--- config.mk ---
export PLATFORM = sky130hd
export DESIGN_NAME = line_pixel_sampler_flat
export DESIGN_NICKNAME = d
export VERILOG_FILES = /design/src/rtl/line_pixel_sampler_if.sv /design/src/rtl/line_pixel_sampler.sv /design/src/flat_wrapper.sv
export SDC_FILE = /design/constraint.sdc
export NUM_CORES = 1
export LEC_CHECK = 0
export ABC_AREA = 0
export BUFFER_PORTS_ARGS = -buffer_cell sky130_fd_sc_hd__buf_2
export CORE_MARGIN = 4
export CORE_UTILIZATION = 30
export DETAILED_ROUTE_END_ITERATION = 6
export HOLD_SLACK_MARGIN = 0.02
export SLEW_MARGIN = 20
export SYNTH_ARGS = -nofsm -noshare
export SYNTH_HDL_FRONTEND = slang
export SYNTH_SLANG_ARGS = --single-unit
--- constraint.sdc ---
create_clock -name clock -period 7.85 [get_ports clock]
set_input_delay 0 -clock clock [delete_from_list [all_inputs] [get_ports clock]]
set_output_delay 0 -clock clock [all_outputs]
set_load 0.005 [all_outputs]
--- src/rtl/line_pixel_sampler_if.sv ---
// Sensor stream, control pulses and analyzer-facing results
// of the line pixel sampler, bundled for module ports.
interface line_pixel_sampler_if #(
    parameter int IW = 10
);
    logic          pixel_clock;
    logic [7:0]    data;
    logic          line_sync;
    logic          start;
    logic          stop;
    logic          enable;
    logic [IW-1:0] pixel_index;
    logic          pixel0_sample;
    logic          pixel1_sample;
    logic          pixel2_sample;
    logic [2:0]    sample_valid;
    logic [31:0]   line_counter;
    logic          frame_done;
    logic          overrun;

    modport master (
        output pixel_clock, data, line_sync, start, stop,
        input  enable, pixel_index, pixel0_sample, pixel1_sample,
        input  pixel2_sample, sample_valid, line_counter,
        input  frame_done, overrun
    );

    modport slave (
        input  pixel_clock, data, line_sync, start, stop,
        output enable, pixel_index, pixel0_sample, pixel1_sample,
        output pixel2_sample, sample_valid, line_counter,
        output frame_done, overrun
    );
endinterface

--- src/rtl/line_pixel_sampler.sv ---
// Synchronises a linear sensor pixel stream, tracks the line
// position and thresholds three configured pixels per line.
module line_pixel_sampler #(
    parameter int LINE_LENGTH  = 1024,
    parameter int PIXEL0_INDEX = 15,
    parameter int PIXEL1_INDEX = 511,
    parameter int PIXEL2_INDEX = 1023,
    parameter int THRESHOLD    = 128
) (
    input  logic                 clock,
    input  logic                 resetn,
    line_pixel_sampler_if.slave  bus
);
    localparam int IW = $clog2(LINE_LENGTH);

    localparam logic [1:0] S_IDLE  = 2'd0;
    localparam logic [1:0] S_ARMED = 2'd1;
    localparam logic [1:0] S_ACQ   = 2'd2;

    localparam logic [IW-1:0] P0   = IW'(PIXEL0_INDEX);
    localparam logic [IW-1:0] P1   = IW'(PIXEL1_INDEX);
    localparam logic [IW-1:0] P2   = IW'(PIXEL2_INDEX);
    localparam logic [IW-1:0] LAST = IW'(LINE_LENGTH - 1);
    localparam logic [7:0]    TH   = 8'(THRESHOLD);

    logic [2:0]    pclk_q;
    logic [7:0]    data_q [3];
    logic [2:0]    ls_q;
    logic          strobe_q;

    logic [1:0]    state_q, state_d;
    logic [IW-1:0] idx_q, idx_d;
    logic [31:0]   lc_q, lc_d;
    logic          ov_q, ov_d;
    logic [2:0]    samp_q, samp_d;
    logic [2:0]    sv_q, sv_d;
    logic          fd_q, fd_d;
    logic          take;
    logic          bit_v;

    // Bring pixel_clock, data and line_sync across with equal depth.
    always_ff @(posedge clock or negedge resetn) begin
        if (!resetn) begin
            pclk_q    <= '0;
            data_q[0] <= '0;
            data_q[1] <= '0;
            data_q[2] <= '0;
            ls_q      <= '0;
            strobe_q  <= 1'b0;
        end else begin
            pclk_q    <= {pclk_q[1:0], bus.pixel_clock};
            data_q[0] <= bus.data;
            data_q[1] <= data_q[0];
            data_q[2] <= data_q[1];
            ls_q      <= {ls_q[1:0], bus.line_sync};
            strobe_q  <= pclk_q[1] & ~pclk_q[2];
        end
    end

    assign bit_v = (data_q[2] >= TH);

    // Acquisition state, line position and per-pixel sampling.
    always_comb begin
        state_d = state_q;
        idx_d   = idx_q;
        lc_d    = lc_q;
        ov_d    = ov_q;
        samp_d  = samp_q;
        sv_d    = '0;
        fd_d    = 1'b0;
        take    = 1'b0;
        unique case (state_q)
            S_IDLE: begin
                if (bus.start && !bus.stop) begin
                    state_d = S_ARMED;
                    idx_d   = '0;
                    lc_d    = '0;
                    ov_d    = 1'b0;
                end
            end
            S_ARMED: begin
                if (bus.stop) begin
                    state_d = S_IDLE;
                end else if (strobe_q && ls_q[2]) begin
                    state_d = S_ACQ;
                    idx_d   = '0;
                    lc_d    = 32'd1;
                    take    = 1'b1;
                end
            end
            S_ACQ: begin
                if (bus.stop) begin
                    state_d = S_IDLE;
                    fd_d    = 1'b1;
                end else if (strobe_q) begin
                    take = 1'b1;
                    if (ls_q[2]) begin
                        idx_d = '0;
                        if (lc_q != 32'hFFFF_FFFF)
                            lc_d = lc_q + 32'd1;
                    end else if (idx_q == LAST) begin
                        idx_d = '0;
                        ov_d  = 1'b1;
                    end else begin
                        idx_d = idx_q + IW'(1);
                    end
                end
            end
            default: state_d = S_IDLE;
        endcase
        if (take) begin
            if (idx_d == P0) begin
                samp_d[0] = bit_v;
                sv_d[0]   = 1'b1;
            end
            if (idx_d == P1) begin
                samp_d[1] = bit_v;
                sv_d[1]   = 1'b1;
            end
            if (idx_d == P2) begin
                samp_d[2] = bit_v;
                sv_d[2]   = 1'b1;
            end
        end
    end

    // Register state and all analyzer-facing outputs.
    always_ff @(posedge clock or negedge resetn) begin
        if (!resetn) begin
            state_q <= S_IDLE;
            idx_q   <= '0;
            lc_q    <= '0;
            ov_q    <= 1'b0;
            samp_q  <= '0;
            sv_q    <= '0;
            fd_q    <= 1'b0;
        end else begin
            state_q <= state_d;
            idx_q   <= idx_d;
            lc_q    <= lc_d;
            ov_q    <= ov_d;
            samp_q  <= samp_d;
            sv_q    <= sv_d;
            fd_q    <= fd_d;
        end
    end

    assign bus.enable        = (state_q == S_ACQ);
    assign bus.pixel_index   = idx_q;
    assign bus.pixel0_sample = samp_q[0];
    assign bus.pixel1_sample = samp_q[1];
    assign bus.pixel2_sample = samp_q[2];
    assign bus.sample_valid  = sv_q;
    assign bus.line_counter  = lc_q;
    assign bus.frame_done    = fd_q;
    assign bus.overrun       = ov_q;
endmodule

--- src/flat_wrapper.sv ---
// flat-port wrapper written by rule: the top's interface ports become plain ports
module line_pixel_sampler_flat 
#(
    parameter int LINE_LENGTH  = 1024,
    parameter int PIXEL0_INDEX = 15,
    parameter int PIXEL1_INDEX = 511,
    parameter int PIXEL2_INDEX = 1023,
    parameter int THRESHOLD    = 128
)
  (clock, resetn, bus_pixel_clock, bus_data, bus_line_sync, bus_start, bus_stop, bus_enable, bus_pixel_index, bus_pixel0_sample, bus_pixel1_sample, bus_pixel2_sample, bus_sample_valid, bus_line_counter, bus_frame_done, bus_overrun);
  line_pixel_sampler_if #(.IW(10)) bus_i ();
  input  logic clock;
  input  logic resetn;
  input wire logic [$bits(bus_i.pixel_clock)-1:0] bus_pixel_clock;
  input wire logic [$bits(bus_i.data)-1:0] bus_data;
  input wire logic [$bits(bus_i.line_sync)-1:0] bus_line_sync;
  input wire logic [$bits(bus_i.start)-1:0] bus_start;
  input wire logic [$bits(bus_i.stop)-1:0] bus_stop;
  output wire logic [$bits(bus_i.enable)-1:0] bus_enable;
  output wire logic [$bits(bus_i.pixel_index)-1:0] bus_pixel_index;
  output wire logic [$bits(bus_i.pixel0_sample)-1:0] bus_pixel0_sample;
  output wire logic [$bits(bus_i.pixel1_sample)-1:0] bus_pixel1_sample;
  output wire logic [$bits(bus_i.pixel2_sample)-1:0] bus_pixel2_sample;
  output wire logic [$bits(bus_i.sample_valid)-1:0] bus_sample_valid;
  output wire logic [$bits(bus_i.line_counter)-1:0] bus_line_counter;
  output wire logic [$bits(bus_i.frame_done)-1:0] bus_frame_done;
  output wire logic [$bits(bus_i.overrun)-1:0] bus_overrun;
  assign bus_i.pixel_clock = bus_pixel_clock;
  assign bus_i.data = bus_data;
  assign bus_i.line_sync = bus_line_sync;
  assign bus_i.start = bus_start;
  assign bus_i.stop = bus_stop;
  assign bus_enable = bus_i.enable;
  assign bus_pixel_index = bus_i.pixel_index;
  assign bus_pixel0_sample = bus_i.pixel0_sample;
  assign bus_pixel1_sample = bus_i.pixel1_sample;
  assign bus_pixel2_sample = bus_i.pixel2_sample;
  assign bus_sample_valid = bus_i.sample_valid;
  assign bus_line_counter = bus_i.line_counter;
  assign bus_frame_done = bus_i.frame_done;
  assign bus_overrun = bus_i.overrun;
  line_pixel_sampler #(.LINE_LENGTH(LINE_LENGTH), .PIXEL0_INDEX(PIXEL0_INDEX), .PIXEL1_INDEX(PIXEL1_INDEX), .PIXEL2_INDEX(PIXEL2_INDEX), .THRESHOLD(THRESHOLD)) u_core (.clock(clock), .resetn(resetn), .bus(bus_i));
endmodule
After elaboration in Yosys (flattened, before gate mapping) --
Index checks and enable logic that the tools add are counted.
Storage, ports and cells: logic and storage cells 88, input bits 14, memories kept 0, latch bits 0, RAM bits 0, memory bits (read-only) 0, bits in registers 83, output and inout bits 51
Operators by class: multipliers 0, bitwise logic cells 2, multiplexer cells 38, shifts and indexed selects 0, eq/ne operators 18, divide/modulo/power cells 0, reduce and logical (&&, ||, !) cells 12, $add $sub $neg 2, magnitude comparators 1
Operators by type and width (count):
- $mux 32 | 7
- $pmux 32 s3 | 1
- $mux 10 | 7
- $add 32x1->32 const B | 1
- $ne 32x32->1 const B | 1
- $pmux 10 s3 | 1
- $eq 10x10->1 const B | 2
- $mux 1 | 14
- $ne 2x1->1 const B | 6
- $add 10x1->10 const B | 1
- $eq 10x4->1 const B | 1
- $eq 10x9->1 const B | 1
- $ge 8x8->1 const B | 1
- $mux 2 | 4
- $ne 2x2->1 const B | 4
- $reduce_and 8->1 | 1
- $pmux 2 s3 | 1
- $reduce_and 2->1 | 3
- $reduce_and 6->1 | 1
- $pmux 1 s2 | 2
- $mux 3 | 1
- $ne 3x2->1 const B | 1
- $reduce_and 3->1 | 1
- $reduce_bool 3->1 | 1
- other kinds (8) | 9

Longest topological paths before layout --
depth after elaboration 9, gate-level depth with buffers 10, gate-level depth less buffers 9

Least setup slack after synthesis --
OpenSTA, ideal clock, no wires.
path kind reg-to-reg, start point reg u_core.state_q[0], end point reg u_core.samp_q[2], data required time 7.725 ns, path slack 5.171 ns, path buffers 1, data arrival time 2.554 ns, setup time 0.125 ns, stages on the path, launching flop included 10, period minus slack after synthesis 2.679 ns, cells stage by stage dfrtp_1 > ha_1 > buf_2 > or3b_1 > or4_1 > a211oi_1 > o22ai_1 > and4bb_1 > and3_1 > mux2_2
On the way: longest elaborated chain between the ends 4, elaborated cells on any way between the ends 7, those cells by class eq/ne (3); mux (2); reduce/logical (2)
Ends and longest elaborated chain:
- start, declared | RTL line line_pixel_sampler.sv:31 | logic [1:0] state_q, state_d;
- start signal, assigned | RTL line line_pixel_sampler.sv:138 | state_q <= state_d;
- $eq 2x2->1 (tied with other cells) | RTL line line_pixel_sampler.sv:72 | unique case (state_q)
- $pmux 10 s3 | RTL line line_pixel_sampler.sv:72
- $eq 10x10->1 | RTL line line_pixel_sampler.sv:120 | if (idx_d == P2) begin
- $reduce_and 2->1 (no line) *
- end signal, assigned | RTL line line_pixel_sampler.sv:142 | samp_q <= samp_d;
- end, declared | RTL line line_pixel_sampler.sv:35 | logic [2:0] samp_q, samp_d;
Every way passes the cells marked *; elsewhere a longest branch is shown, timed or not. A chain may end at the register's enable or synchronous reset.

Worst setup path after layout --
start point reg u_core.lc_q[0], in the netlist u_core.bus.line_counter[0], end point reg u_core.lc_q[25], in the netlist u_core.bus.line_counter[25]
On the way: longest elaborated chain between the ends 6, elaborated cells on any way between the ends 9, those cells by class add/sub (1); eq/ne (2); mux (5); reduce/logical (1)
Ends and longest elaborated chain:
- start, declared | RTL line line_pixel_sampler.sv:33 | logic [31:0] lc_q, lc_d;
- start signal, assigned | RTL line line_pixel_sampler.sv:140 | lc_q <= lc_d;
- $add 32x1->32 | RTL line line_pixel_sampler.sv:100 | lc_d = lc_q + 32'd1;
- $mux 32 | RTL line line_pixel_sampler.sv:99 | if (lc_q != 32'hFFFF_FFFF)
- $mux 32 | RTL line line_pixel_sampler.sv:97 | if (ls_q[2]) begin
- $mux 32 | RTL line line_pixel_sampler.sv:95 | end else if (strobe_q) begin
- $mux 32 | RTL line line_pixel_sampler.sv:92 | if (bus.stop) begin
- $pmux 32 s3 | RTL line line_pixel_sampler.sv:72
Parallel ways exist; a longest one is shown, timed or not. The select of a mux whose other input is x is not followed.

==> metrics.txt <==
Synth cell types 55; routed len/inst approximately 15 microns; VDD IR-drop max 0.00009911 V; mapped cell area approximately 3300 sq um; fin worst setup slack between 4 and 5 ns; hold path depth 2; Final Cell Area between 3000 and 4000 sq um; Hold WS roughly 0.28 ns; post-synthesis instance total 358; outcome completed; Num CTS Buffers 9; worst flop-to-flop path startpoint u_core.bus.line_counter[0]; DPL Wire Length between 5000 and 6000 microns; Post-Route WL approximately 8500 microns; post-CTS setup buffers 0; Vias/cell roughly 5.3; Arrival @ worst endpoint around 3.4 ns; fmax between 300 and 400 MHz; required time of the critical path about 8 ns; setup TNS 0 ns; Pre-antenna DRT Iters 4; reg2reg setup slack around 4.7 ns; GPL Wtd Cong 0.8599; global route overflow 0; Synth Warn # 0; CP Max Fanout 27; async set-or-reset flop fraction in the synthesized netlist between 90% and 100%; part of the cycle the worst path needs roughly 40%; remaining antenna violation count after routing 0; hold worst-path end u_core.pclk_q[0]; Final Max Tran Viols 0; Seq/Total Area, Yosys a little under half; Worst R2R Path Depth 8; vias in the first global route roughly 3000; Worst Tran Pin Value 0.8028 ns; Crit. End Element register; #FFs+latches synth 62; height of the die approximately 110 microns; core area approximately 11000 sq um; DR iter-0 viols ~190; DRC 0; Setup Viol. Count Final 0; ANT cells 0; Reg-to-Reg End u_core.bus.line_counter[25]; unrepaired setup endpoints after global routing no; Worst-Skew Late Latency ~0.35 ns; net count after synthesis between 300 and 400; Area growth, synth to finish 19.75%; first-pass GRT wire length 14940 microns; clock buffer depth 2; top_reg_cell synth dfrtp_1; startpoint class of the critical path register; Post-synth EDFFs 0; Row Count 38; clock root buffer master clkbuf_8; # H-tree levels 3; Die ar. ~13000 sq um; Post-Place Worst Slack 4.760 ns; Placed Area about 3700 sq um; Hold Path Origin bus_pixel_clock; # Max-Cap Violations 0; critical setup path kind register to register; max_slew headroom 46.48%; io pins 65; Final nets 441; die width 113.2 microns; Period minus WS final 3.106 ns; Avg Inst Size Synth a little over 9 sq um; Layout Utilization ~37%; PwrDens roughly 210 nW/um^2; antenna violations before repair 0; IO Port Bufs 57; Starting Density a little under a third; clk sinks a little over 60; Leak about 1.8 nW; Final Hold Viols 0; Vias between 2000 and 3000; Overall Global Routing Usage ~14%; CTS tree done; Worst Hold Class input port to register; Fin Clk Skew 0.01096 ns; largest net degree at the start of global routing 63; clk slew on worst S/H paths about 0.070 ns; layout cell share with drive strength beyond 1 20.66%
## metal layers
layer / global-route usage (%) / part of all wire, % / up-vias / routed length (microns)
met5: 0 / 0 / - / 0
met4: 5.849 / 1.9 / 0 / 159
met3: 3.369 / 3.7 / 17 / 317
met2: 22.35 / 46 / 77 / 3950
met1: 18.97 / 48 / 1439 / 4098
li1: - / - / 1439 / -
## timing repair
action / CTS / global route
hold buffers: 7 / 0
resized for setup: 0 / 0
hold endpoints to repair: 67 / 0
endpoints found under the setup margin: 0 / 0
## worst max-delay path by stage
| stage | slack [ns] | startpoint | end | cells past startpoint |
|---|---|---|---|---|
| 2_1_floorplan | 5.17 | u_core.state_q[0] | u_core.samp_q[2] | 9 |
| 3_3_place_gp | 4.78 | u_core.bus.line_counter[0] | u_core.bus.line_counter[25] | 8 |
| 3_5_place_dp | 4.76 | u_core.bus.line_counter[0] | u_core.bus.line_counter[25] | 8 |
| 4_1_cts | 4.74 | u_core.bus.line_counter[0] | u_core.bus.line_counter[25] | 8 |
| 5_1_grt | 4.51 | u_core.bus.line_counter[0] | u_core.bus.line_counter[25] | 8 |
| 6_report | 4.74 | u_core.bus.line_counter[0] | u_core.bus.line_counter[25] | 8 |
## power breakdown
part | internal (mW) | switching (mW) | leakage, nW
sequential | 0.330 | 0.00957 | 0.841
combinational | 0.0659 | 0.162 | 0.906
clock | 0.139 | 0.127 | 0.0954
total | 0.535 | 0.299 | 1.84
## cell usage in the layout, fill, tap and decap left out, types with 6 or more instances in the layout
| cell type | synthesis | routed |
|---|---|---|
| a21oi_1 | 10 | 10 |
| a31oi_1 | 7 | 7 |
| and2_1 | 10 | 10 |
| and3_1 | 7 | 7 |
| buf_2 | 4 | 57 |
| clkbuf_8 | 0 | 12 |
| dfrtp_1 | 62 | 62 |
| dlygate4sd3_1 | 0 | 7 |
| ha_1 | 6 | 6 |
| inv_1 | 17 | 17 |
| mux2_2 | 6 | 6 |
| nand2_1 | 38 | 38 |
| nand3_1 | 15 | 15 |
| nand4_1 | 13 | 13 |
| nor2_1 | 27 | 27 |
| nor2b_1 | 6 | 6 |
| nor3_1 | 8 | 8 |
| nor4_1 | 6 | 6 |
| o21ai_0 | 39 | 39 |
| o31ai_1 | 6 | 6 |
## cells in the mapped netlist (4+ instances only)
library cell / number / area share, %
dfrtp_1: 62 / 47
o21ai_0: 39 / 5.9
nand2_1: 38 / 4.3
nor2_1: 27 / 3.1
inv_1: 17 / 1.9
nand3_1: 15 / 2.3
nand4_1: 13 / 2.5
a21oi_1: 10 / 1.5
and2_1: 10 / 1.9
nor3_1: 8 / 1.2
a31oi_1: 7 / 1.3
and3_1: 7 / 1.3
clkbuf_1: 6 / 0.68
ha_1: 6 / 2.3
mux2_2: 6 / 2.0
nor2b_1: 6 / 1.1
nor4_1: 6 / 1.1
o31ai_1: 6 / 1.4
xor2_1: 5 / 1.3
buf_2: 4 / 0.60
o41ai_1: 4 / 1.1
or3_1: 4 / 0.75
or4_1: 4 / 0.90
## metrics by stage
stage	power (mW)	cells
3_3_place_gp	0.5673	543
2_1_floorplan	0.5149	358
4_1_cts	0.8450	566
6_report	0.8342	566
3_5_place_dp	0.5706	543
5_1_grt	0.8944	566
## cell families (layout without fill, tap and decap cells)
family / count (synthesis) / in the layout / synth area share [%]
adders and majority gates: 6 / 6 / 2.262
AOI/OAI and AO/OA: 87 / 87 / 16.66
buffers and inverters: 30 / 98 / 3.995
xor gates and xnor gates: 8 / 8 / 2.111
muxes: 7 / 7 / 2.375
and+or+nand+nor: 158 / 158 / 25.86
DFF: 62 / 62 / 46.74
## worst max-delay path, cell delays in order (launching register included)
cell	delay, ns
dfrtp_1	0.41
ha_1	0.23
and3_2	0.25
nand4_4	0.11
or3_1	0.55
o21ai_4	0.61
a21oi_2	0.24
or4_1	0.56
nand2_1	0.08
## area by class of cell
cell class	count	area [sq um]
Sequential cell	62	1551
Clock buffer	13	168.9
Tap cell	140	175.2
Clock inverter	3	17.52
Timing Repair Buffer	65	362.8
Inverter	17	63.81
Multi-Input combinational cell	266	1635
Fill cell	1128	6865
## registers in the layout, summed over array words and instances (netlist names)
signal / flops
u_core.bus.frame_done: 1
u_core.bus.line_counter: 32
u_core.bus.overrun: 1
u_core.bus.pixel_index: 10
u_core.bus.sample_valid: 3
u_core.data_q: 3
u_core.ls_q: 3
u_core.pclk_q: 3
u_core.samp_q: 3
u_core.state_q: 2
u_core.strobe_q: 1
Power figures use the tool's default switching activity.
